### src/rtl/mvm_stream_engine.sv
// mvm_stream_engine: signed matrix-vector multiply with a loadable vector and a valid/ready per-row result stream.
module mvm_stream_engine #(
  parameter int DW       = 8,
  parameter int ROWS     = 2,
  parameter int COLS     = 4,
  parameter int ROW_W    = 1,
  parameter int COL_W    = 2,
  parameter int ACC_W    = 16,
  parameter int SATURATE = 0,
  parameter int CYCLE_W  = 5
) (
  input  logic                   clk,
  input  logic                   rst,
  input  logic                   w_valid,
  input  logic [ROW_W+COL_W-1:0] w_addr,
  input  logic [DW-1:0]          w_data,
  input  logic                   x_valid,
  output logic                   x_ready,
  input  logic [DW-1:0]          x_data,
  input  logic                   start,
  output logic                   res_valid,
  input  logic                   res_ready,
  output logic [ACC_W-1:0]       res_data,
  output logic [ROW_W-1:0]       res_row,
  output logic                   res_last,
  output logic [1:0]             global_state,
  output logic [CYCLE_W-1:0]     cycle,
  output logic                   busy,
  output logic                   done
);
  typedef enum logic [1:0] {IDLE = 2'd0, COMPUTE = 2'd1, OUTPUT = 2'd2} state_t;
  state_t state, state_nx;
  logic signed [DW-1:0]    w_mem [ROWS][COLS];
  logic signed [DW-1:0]    x_buf [COLS];
  logic signed [ACC_W-1:0] acc [ROWS];
  logic signed [ACC_W-1:0] acc_nx [ROWS];
  logic [COL_W-1:0] col_ptr, x_idx, w_col;
  logic [ROW_W-1:0] out_ptr, w_row;
  logic fire, last_col, w_ok, x_fire, go;
  assign {w_row, w_col} = w_addr;
  assign w_ok = state == IDLE && w_valid && int'(w_row) < ROWS && int'(w_col) < COLS;
  assign x_fire = x_valid && x_ready;
  assign go = state == IDLE && start;
  assign last_col = int'(col_ptr) == COLS - 1;
  assign fire = res_valid && res_ready;
  assign x_ready = state == IDLE;
  assign busy = state != IDLE;
  assign global_state = state;
  assign res_valid = state == OUTPUT;
  assign res_data = acc[out_ptr];
  assign res_row = out_ptr;
  assign res_last = state == OUTPUT && int'(out_ptr) == ROWS - 1;
  // The sum carries one guard bit so overflow of a single add is always visible.
  for (genvar r = 0; r < ROWS; r++) begin : g_mac
    logic signed [2*DW-1:0] prod;
    logic signed [ACC_W:0]  sum;
    assign prod = (2*DW)'(w_mem[r][col_ptr]) * (2*DW)'(x_buf[col_ptr]);
    assign sum = (ACC_W+1)'(acc[r]) + (ACC_W+1)'(prod);
    assign acc_nx[r] = (SATURATE != 0 && sum[ACC_W] != sum[ACC_W-1]) ?
                       {sum[ACC_W], {(ACC_W-1){~sum[ACC_W]}}} : sum[ACC_W-1:0];
  end
  always_comb begin
    state_nx = state;
    case (state)
      IDLE:    state_nx = start ? COMPUTE : IDLE;
      COMPUTE: state_nx = last_col ? OUTPUT : COMPUTE;
      OUTPUT:  state_nx = (fire && res_last) ? IDLE : OUTPUT;
      default: state_nx = IDLE;
    endcase
  end
  always_ff @(posedge clk) begin
    if (rst) begin
      state <= IDLE;
      cycle <= '0;
      done <= 1'b0;
      col_ptr <= '0;
      x_idx <= '0;
      out_ptr <= '0;
      for (int r = 0; r < ROWS; r++) begin
        acc[r] <= '0;
        for (int c = 0; c < COLS; c++) w_mem[r][c] <= '0;
      end
      for (int c = 0; c < COLS; c++) x_buf[c] <= '0;
    end else begin
      state <= state_nx;
      cycle <= (state_nx != state) ? '0 : (&cycle ? cycle : cycle + 1'b1);
      done <= fire && res_last;
      if (w_ok) w_mem[w_row][w_col] <= w_data;
      if (x_fire) x_buf[x_idx] <= x_data;
      if (go) begin
        x_idx <= '0;
        col_ptr <= '0;
        for (int r = 0; r < ROWS; r++) acc[r] <= '0;
      end else if (x_fire) begin
        x_idx <= (int'(x_idx) == COLS - 1) ? '0 : x_idx + 1'b1;
      end
      if (state == COMPUTE) begin
        acc <= acc_nx;
        col_ptr <= col_ptr + 1'b1;
      end
      if (state == COMPUTE && last_col) out_ptr <= '0;
      else if (fire && !res_last) out_ptr <= out_ptr + 1'b1;
    end
  end
endmodule
### config.mk
export PLATFORM = sky130hd
export DESIGN_NAME = mvm_stream_engine
export DESIGN_NICKNAME = d
export VERILOG_FILES = /design/src/rtl/mvm_stream_engine.sv
export SDC_FILE = /design/constraint.sdc
export NUM_CORES = 1
export LEC_CHECK = 0
export ABC_AREA = 1
export CORE_MARGIN = 2
export CORE_UTILIZATION = 48
export CTS_BUF_LIST = sky130_fd_sc_hd__clkbuf_8 sky130_fd_sc_hd__clkbuf_16
export DETAILED_ROUTE_END_ITERATION = 7
export GPL_TIMING_DRIVEN = 0
export PLACE_DENSITY = 0.68
export SLEW_MARGIN = 10
export SYNTH_ARGS = -nofsm -noshare
export SYNTH_HDL_FRONTEND = slang
export SYNTH_SLANG_ARGS = --single-unit
### constraint.sdc
create_clock -name clk -period 5.1 [get_ports clk]
set_input_delay 1.53 -clock clk [delete_from_list [all_inputs] [get_ports clk]]
set_output_delay 1.53 -clock clk [all_outputs]
set_load 0.01 [all_outputs]
==> metrics.md, run 1 <==
| Metric | Value |
|---|---|
| Placeable Area | `25,100 sq um` |
| Via density | `5.25` |
| CTS buffer count | `17` |
| Clk buf depth | `2` |
| Antenna Cells | `0` |
| CTS root buffer | `clkbuf_16` |
| Routed wire length | `roughly 33,000 um` |
| Routed WL per cell | `roughly 17 um` |
| Die X | `164 um` |
| Number of global-route vias before repair | `9,750` |
| CP Buf/Inv Count | `6` |
| I/O pins | `54` |
| Seq/Total Area, Yosys | `0.313` |
| H-tree levels | `4` |
| Clock latency on the worst-skew pair | `430 ps` |
| Port bufs | `53` |
| Largest net degree at the start of global routing | `17` |
| Fin Hold WS | `between 400 and 500 ps` |
| Gp weighted congestion | `0.905` |
| Post-synth top cells | `nand2_1, inv_1, nor2_1` |
| Worst-Margin Slew | `866 ps` |
| All-Layer GR Usage | `0.241` |
| Antenna Nets Post-Route | `0` |
| Violated checks | `DRC, setup timing` |
| Startpoint types | `flip-flop` |
| CTS Sinks | `143` |
| Crit Path Category | `flip-flop to flip-flop` |
| Worst-path clk slew | `70 ps` |
| Worst-path fanout max | `8` |
| Cell family with most CP delay | `adder cells` |
| Most frequent CP cell | `fa_1` |
| Final max-slew violation count | `0` |
| Synth top area cells | `edfxtp_1, fa_1, nand2_1` |
| Final Cycle Share | `1.01` |
| Synth async-reset ratio | `0` |
| Number of library cell types mapped by synthesis | `40` |
| HPWL Detailed | `23,600 um` |
| Area Overhead vs Synth | `30.1%` |
| 1st-pass router iterations | `8` |
| Fin area | `between 15,000 and 20,000 sq um` |
| RSZ-0062 raised after global routing | `yes` |
| Most common cell in the netlist | `nand2_1` |
| First-pass GRT wire length | `49,600 um` |
| Syn nets | `1,644` |
| Post-Syn Area | `12,200 sq um` |
| Worst R2R Setup Slack | `-40 ps` |
| Required time worst endpoint | `5450 ps` |
| Total grt overflow | `0` |
| Crit. End Element | `flip-flop` |
| TritonCTS clock tree | `built` |
| Status | `finished, violations left` |
| Maximum VDD drop | `0.000662 V` |
| Final worst slack | `-37.4 ps` |
| Total power | `0.00840 W` |
| Min cycle time layout | `between 5000 and 6000 ps` |
| Initial antenna violation count | `0` |
| Placed Cells incl. Taps | `1,782` |
| Starting Density | `0.487` |
| Pwr/cell area | `528 nW/um^2` |
| Post-synth EDFFs | `96` |
| Syn Area/Cell | `8.74 sq um` |
| Yosys reg bits | `between 100 and 150` |
| Die area | `26,800 sq um` |
| Post-Place Cell Area | `13,200 sq um` |
| Detailed Route Iter0 Violations | `roughly 670` |
| Cell Chain, Critical Path | `buf_6, buf_12, inv_16, nand2_2, a32oi_2, buf_6, clkinvlp_4, nor2_4, buf_12, fa_1, fa_1, fa_1, fa_1, ha_1, ha_1, nand2_1, nand2_1, a31oi_1, nand3_2, a21oi_2, o21ai_1, a21oi_1` |
| Max Cap Viol | `0` |
| Slowest stage delay, CP | `560 ps` |
| Remaining DRCs | `1` |
| Pleak | `7.23 nW` |
| Hold buffers post-CTS | `0` |
| Slew HR | `0.419` |
| Layout cells sized above 1 | `0.231` |
| Arrival @ worst endpoint | `around 5500 ps` |
| Yosys top cell area share | `0.236` |
| Hold crit path type | `flip-flop to flip-flop` |
| FP Rows | `58` |
| Setup TNS Final | `-93.7 ps` |
| Layout Nets | `1,804` |
| CP max stage cell | `fa_1` |
| Fmax | `195 MHz` |
| Warning count from the yosys run | `0` |
| Die Y-Extent | `between 150 and 200 um` |
| Final Hold Vio Count | `0` |
| Via count | `9,995` |
| Cells after Synth | `1,399` |
| Largest area contributor in the netlist | `edfxtp_1` |
| Final setup fails | `5` |
| Layout Cells excl Fill | `1,902` |
| Final clock skew | `8.78 ps` |
| Top_reg_cell synth | `edfxtp_1` |
sequential cells by signal, summed over array words and instances, names as in the netlist, named ones only:
register and cells:
x_idx 2, res_row 1, cycle 5, w_mem 64, done 1, col_ptr 2
x_buf 32, acc 32, global_state 2
power breakdown:
group | internal, W | total (W) | leakage [nW] | switching (W)
clock | 0.000750 | 0.00132 | 0.302 | 0.000575
combinational | 0.00245 | 0.00565 | 5.55 | 0.00320
sequential | 0.00134 | 0.00142 | 1.38 | 0.0000796
total | 0.00454 | 0.00840 | 7.23 | 0.00385
logic make-up after synthesis:
logic type	share of synthesized area
XOR/XNOR	0.00717
AND/OR/NAND/NOR	0.182
flip-flops	0.313
adder cells (fa/ha/maj)	0.312
buffers and inverters	0.103
AO/OA/AOI/OAI	0.0831
through the flow:
| step | util | setup WS [ps] |
|---|---|---|
| after floorplan | - | 75.2 |
| after global placement | 0.525 | -731 |
| after detailed placement | 0.525 | -761 |
| after CTS | 0.585 | 4.46 |
| after global routing | 0.633 | -249 |
| final | 0.633 | -37.4 |
placed cells by master (no fill, tap or decap), types with 6 or more instances in the layout:
cell type        Yosys  layout
nand2_1            323     290
inv_1              256     230
nor2_1             182     166
fa_1               142     133
edfxtp_1            96      96
a21oi_1             86      60
buf_4                4      58
ha_1                78      55
clkdlybuf4s50_1      0      53
dfxtp_1             47      43
nand2_2              9      39
inv_2               13      29
buf_6                9      25
a21oi_2              0      24
ha_4                 0      22
clkbuf_16            0      21
o21ai_0             35      18
a32oi_4              0      17
buf_12               0      13
nand3_1             21      13
nor2_2               2      11
o21ai_1              1      11
nor2_4               3      10
fa_2                 0       9
buf_8                0       8
a32oi_2             10       7
clkbuf_1             8       7
nand3_2              0       7
xor2_1               7       7
inv_4                0       6
o21ai_2              0       6
timing repair:
action	4_1_cts	5_1_grt
setup endpoints to repair	20	18
endpoints found under the hold margin	0	0
buffers inserted	33	51
pin swaps	32	99
resized for setup	118	170
cloned	0	5
cell type report:
cell class | count | area (sq um)
multi-input combinational | 950 | 8170
buffer | 34 | 329
sequential | 143 | 3830
timing repair inverter | 1 | 8.76
tap | 330 | 413
fill | 1989 | 9200
inverter | 271 | 1070
clock inverter | 15 | 198
timing repair buffer | 141 | 1460
clock buffer | 17 | 425
routing by layer:
metal	vias to the layer above	share of wire	wire length (um)	global-route usage
li1	4684	-	-	-
met1	4910	0.41	13300	0.312
met2	326	0.50	16300	0.415
met3	75	0.064	2090	0.0356
met4	0	0.029	961	0.0853
met5	-	0	0	0
worst min-delay path, cell delays in order, from the launching register on:
cell     delay (ps)
dfxtp_1         310
nand2_1          60
a21oi_1          50
worst paths after layout:
kind,from,endpoint,cells after the start
worst max-delay path,flip-flop,acc[14],22
worst min-delay path,acc[19],acc[19],2
worst max register to register,flip-flop,acc[14],22
worst min register to register,acc[19],acc[19],2
Power figures use the tool's default switching activity.
==> run 2, diff against run 1 <==
--- a/config.mk
+++ b/config.mk
@@ -6,12 +6,13 @@
 export NUM_CORES = 1
 export LEC_CHECK = 0
 export ABC_AREA = 1
+export CAP_MARGIN = 0
 export CORE_MARGIN = 2
-export CORE_UTILIZATION = 48
+export CORE_UTILIZATION = 57
 export CTS_BUF_LIST = sky130_fd_sc_hd__clkbuf_8 sky130_fd_sc_hd__clkbuf_16
 export DETAILED_ROUTE_END_ITERATION = 7
 export GPL_TIMING_DRIVEN = 0
-export PLACE_DENSITY = 0.68
+export PLACE_DENSITY = 0.79
 export SLEW_MARGIN = 10
 export SYNTH_ARGS = -nofsm -noshare
 export SYNTH_HDL_FRONTEND = slang
==> run 2 against run 1 <==
  * The flow finishes with violations (setup timing)
  * Power rose by 8.9%
  * Utilization grew 12 points
  * Wire length is 13% higher
  * Largest cell class unchanged
==> metrics.md, run 2 (synthesized netlist as in run 1, its figures left out) <==
| Metric | Value |
|---|---|
| Status | `finished, violations left` |
| Violated checks | `setup timing` |
| Remaining DRCs | `0 (-1)` |
| Layout Cells excl Fill | `1,843 (-3.1%)` |
| All-Layer GR Usage | `0.307 (+0.0653)` |
| Worst-path fanout max | `7 (-1)` |
| Crit Path Category | `flip-flop to flip-flop` |
| Placeable Area | `21,000 sq um (-16%)` |
| Fin Hold WS | `478 ps (+11.0 ps)` |
| Min cycle time layout | `5250 ps (+117 ps)` |
| Clock latency on the worst-skew pair | `440 ps (about the same)` |
| Fmax | `190 MHz (-2.2%)` |
| CTS Sinks | `143 (unchanged)` |
| 1st-pass router iterations | `6 (-2)` |
| I/O pins | `54 (unchanged)` |
| Largest register FFs | `64 (unchanged)` |
| HPWL Detailed | `23,100 um (-2.0%)` |
| Die X | `150 um (-8.0%)` |
| Max Cap Viol | `0 (unchanged)` |
| Regs by FF count | `w_mem: 64 flops, acc: 32 flops, x_buf: 32 flops` |
| Clk buf depth | `2 (unchanged)` |
| Post-Place Cell Area | `13,100 sq um (-0.52%)` |
| Slew HR | `0.0644 (-0.354)` |
| CTS root buffer | `clkbuf_16` |
| First-pass GRT wire length | `52,500 um (+5.9%)` |
| Area Overhead vs Synth | `29.8%` |
| Maximum VDD drop | `0.000407 V (-39%)` |
| Startpoint types | `flip-flop` |
| Die Y-Extent | `150 um (-8.0%)` |
| Utilization after layout | `0.755 (+0.121)` |
| Crit. End Element | `flip-flop` |
| Required time worst endpoint | `5400 ps (-50 ps)` |
| Pleak | `7.19 nW (-0.60%)` |
| Antenna Nets Post-Route | `0 (unchanged)` |
| Antenna Cells | `0 (unchanged)` |
| Starting Density | `0.581 (+0.0946)` |
| Gp weighted congestion | `0.917 (+1.4%)` |
| Via density | `5.83 (+11%)` |
| Final clock skew | `15.3 ps (+6.53 ps)` |
| CTS buffer count | `17 (unchanged)` |
| Most frequent cells in the layout | `nand2_1, inv_1, nor2_1` |
| Pwr/cell area | `576 nW/um^2 (+9.2%)` |
| Final setup fails | `13 (+8)` |
| Arrival @ worst endpoint | `5550 ps (+60 ps)` |
| H-tree levels | `4 (unchanged)` |
| Commonest non-fill, non-tap cell in the layout | `nand2_1` |
| Number of global-route vias before repair | `10,600 (+8.6%)` |
| Port bufs | `53 (unchanged)` |
| Final Hold Vio Count | `0 (unchanged)` |
| Routed wire length | `37,000 um (+13%)` |
| Largest net degree at the start of global routing | `19 (+2)` |
| RSZ-0062 raised after global routing | `yes` |
| Detailed Route Iter0 Violations | `984 (+47%)` |
| Routed WL per cell | `20.1 um (+17%)` |
| Hold crit path type | `flip-flop to flip-flop` |
| Final Cycle Share | `1.03 (+0.0230)` |
| Layout Nets | `1,800 (-0.22%)` |
| Worst slack, placed | `-774 ps (-12.6 ps)` |
| Via count | `10,700 (+7.5%)` |
| Worst-Margin Slew | `1390 ps (+523 ps)` |
| Final worst slack | `-155 ps (-117 ps)` |
| TritonCTS clock tree | `built` |
| Layout cells sized above 1 | `0.239 (+0.00760)` |
| Final max-slew violation count | `0 (unchanged)` |
| Worst-path clk slew | `70 ps (about the same)` |
| FP Rows | `53 (-8.6%)` |
| Total grt overflow | `0 (unchanged)` |
| Placed Cells incl. Taps | `1,727 (-3.1%)` |
| Largest register by flop count | `w_mem` |
| Initial antenna violation count | `0 (unchanged)` |
| Fin area | `15,900 sq um (-0.28%)` |
| Die area | `22,600 sq um (-15%)` |
==> run 2: per-stage QoR <==
stage                     power (W)  setup TNS, ps
after floorplan             0.00435              0
after global placement      0.00513          -8510
after detailed placement    0.00527          -9970
after CTS                   0.00751          -10.6
after global routing        0.00969          -3350
final                       0.00914          -1360
==> run 2: per-layer routing <==
layer  part of all wire  vias up  track usage  wire length [um]
li1                   -     4680            -                 -
met1               0.36     5229        0.364             13200
met2               0.50      649        0.533             18400
met3              0.087      186       0.0618              3200
met4              0.059        0        0.150              2190
met5                  0        -            0                 0
==> run 2: worst paths after layout <==
path	start	to	slack [ps]	depth (start not counted)
hold / removal	acc[19]	acc[19]	480	2
setup reg to reg	flip-flop	acc[10]	-150	23
setup / recovery	flip-flop	acc[10]	-150	23
hold reg to reg	acc[19]	acc[19]	480	2
==> run 2: worst max-delay path: stages (launching register included) <==
cell	delay, ps
dfxtp_2	330
buf_6	140
inv_8	70
buf_8	120
nand2_4	50
a32oi_4	300
buf_6	220
nand2_1	90
fa_1	540
inv_2	50
fa_1	560
inv_2	50
fa_2	530
inv_2	50
fa_2	400
fa_2	620
ha_4	230
a21oi_4	190
o21bai_4	90
a21oi_2	130
xor2_1	150
inv_1	60
nand2_1	60
a21oi_1	70
==> run 2: layout make-up <==
cell class / instances / area (sq um)
well taps: 275 / 344
clock inverters: 15 / 181
inverters: 271 / 1060
fillers: 1236 / 5160
multi-input cells: 950 / 8340
clock buffers: 17 / 425
plain buffers: 34 / 328
flip-flops and latches: 143 / 3830
repair buffers: 138 / 1350
==> run 2: power by group <==
group	switching [W]	total [W]	leakage, nW	internal [W]
Sequential	0.0000817	0.00142	1.38	0.00134
Combinational	0.00369	0.00643	5.51	0.00274
Clock	0.000616	0.00128	0.297	0.000668
Total	0.00439	0.00914	7.19	0.00476
==> run 2: timing repair <==
action | 4_1_cts | 5_1_grt
hold buffers | 0 | 0
resized for setup | 150 | 159
setup buffers | 39 | 40
endpoints found under the setup margin | 21 | 17
pin swaps | 59 | 98
gates cloned | 4 | 2
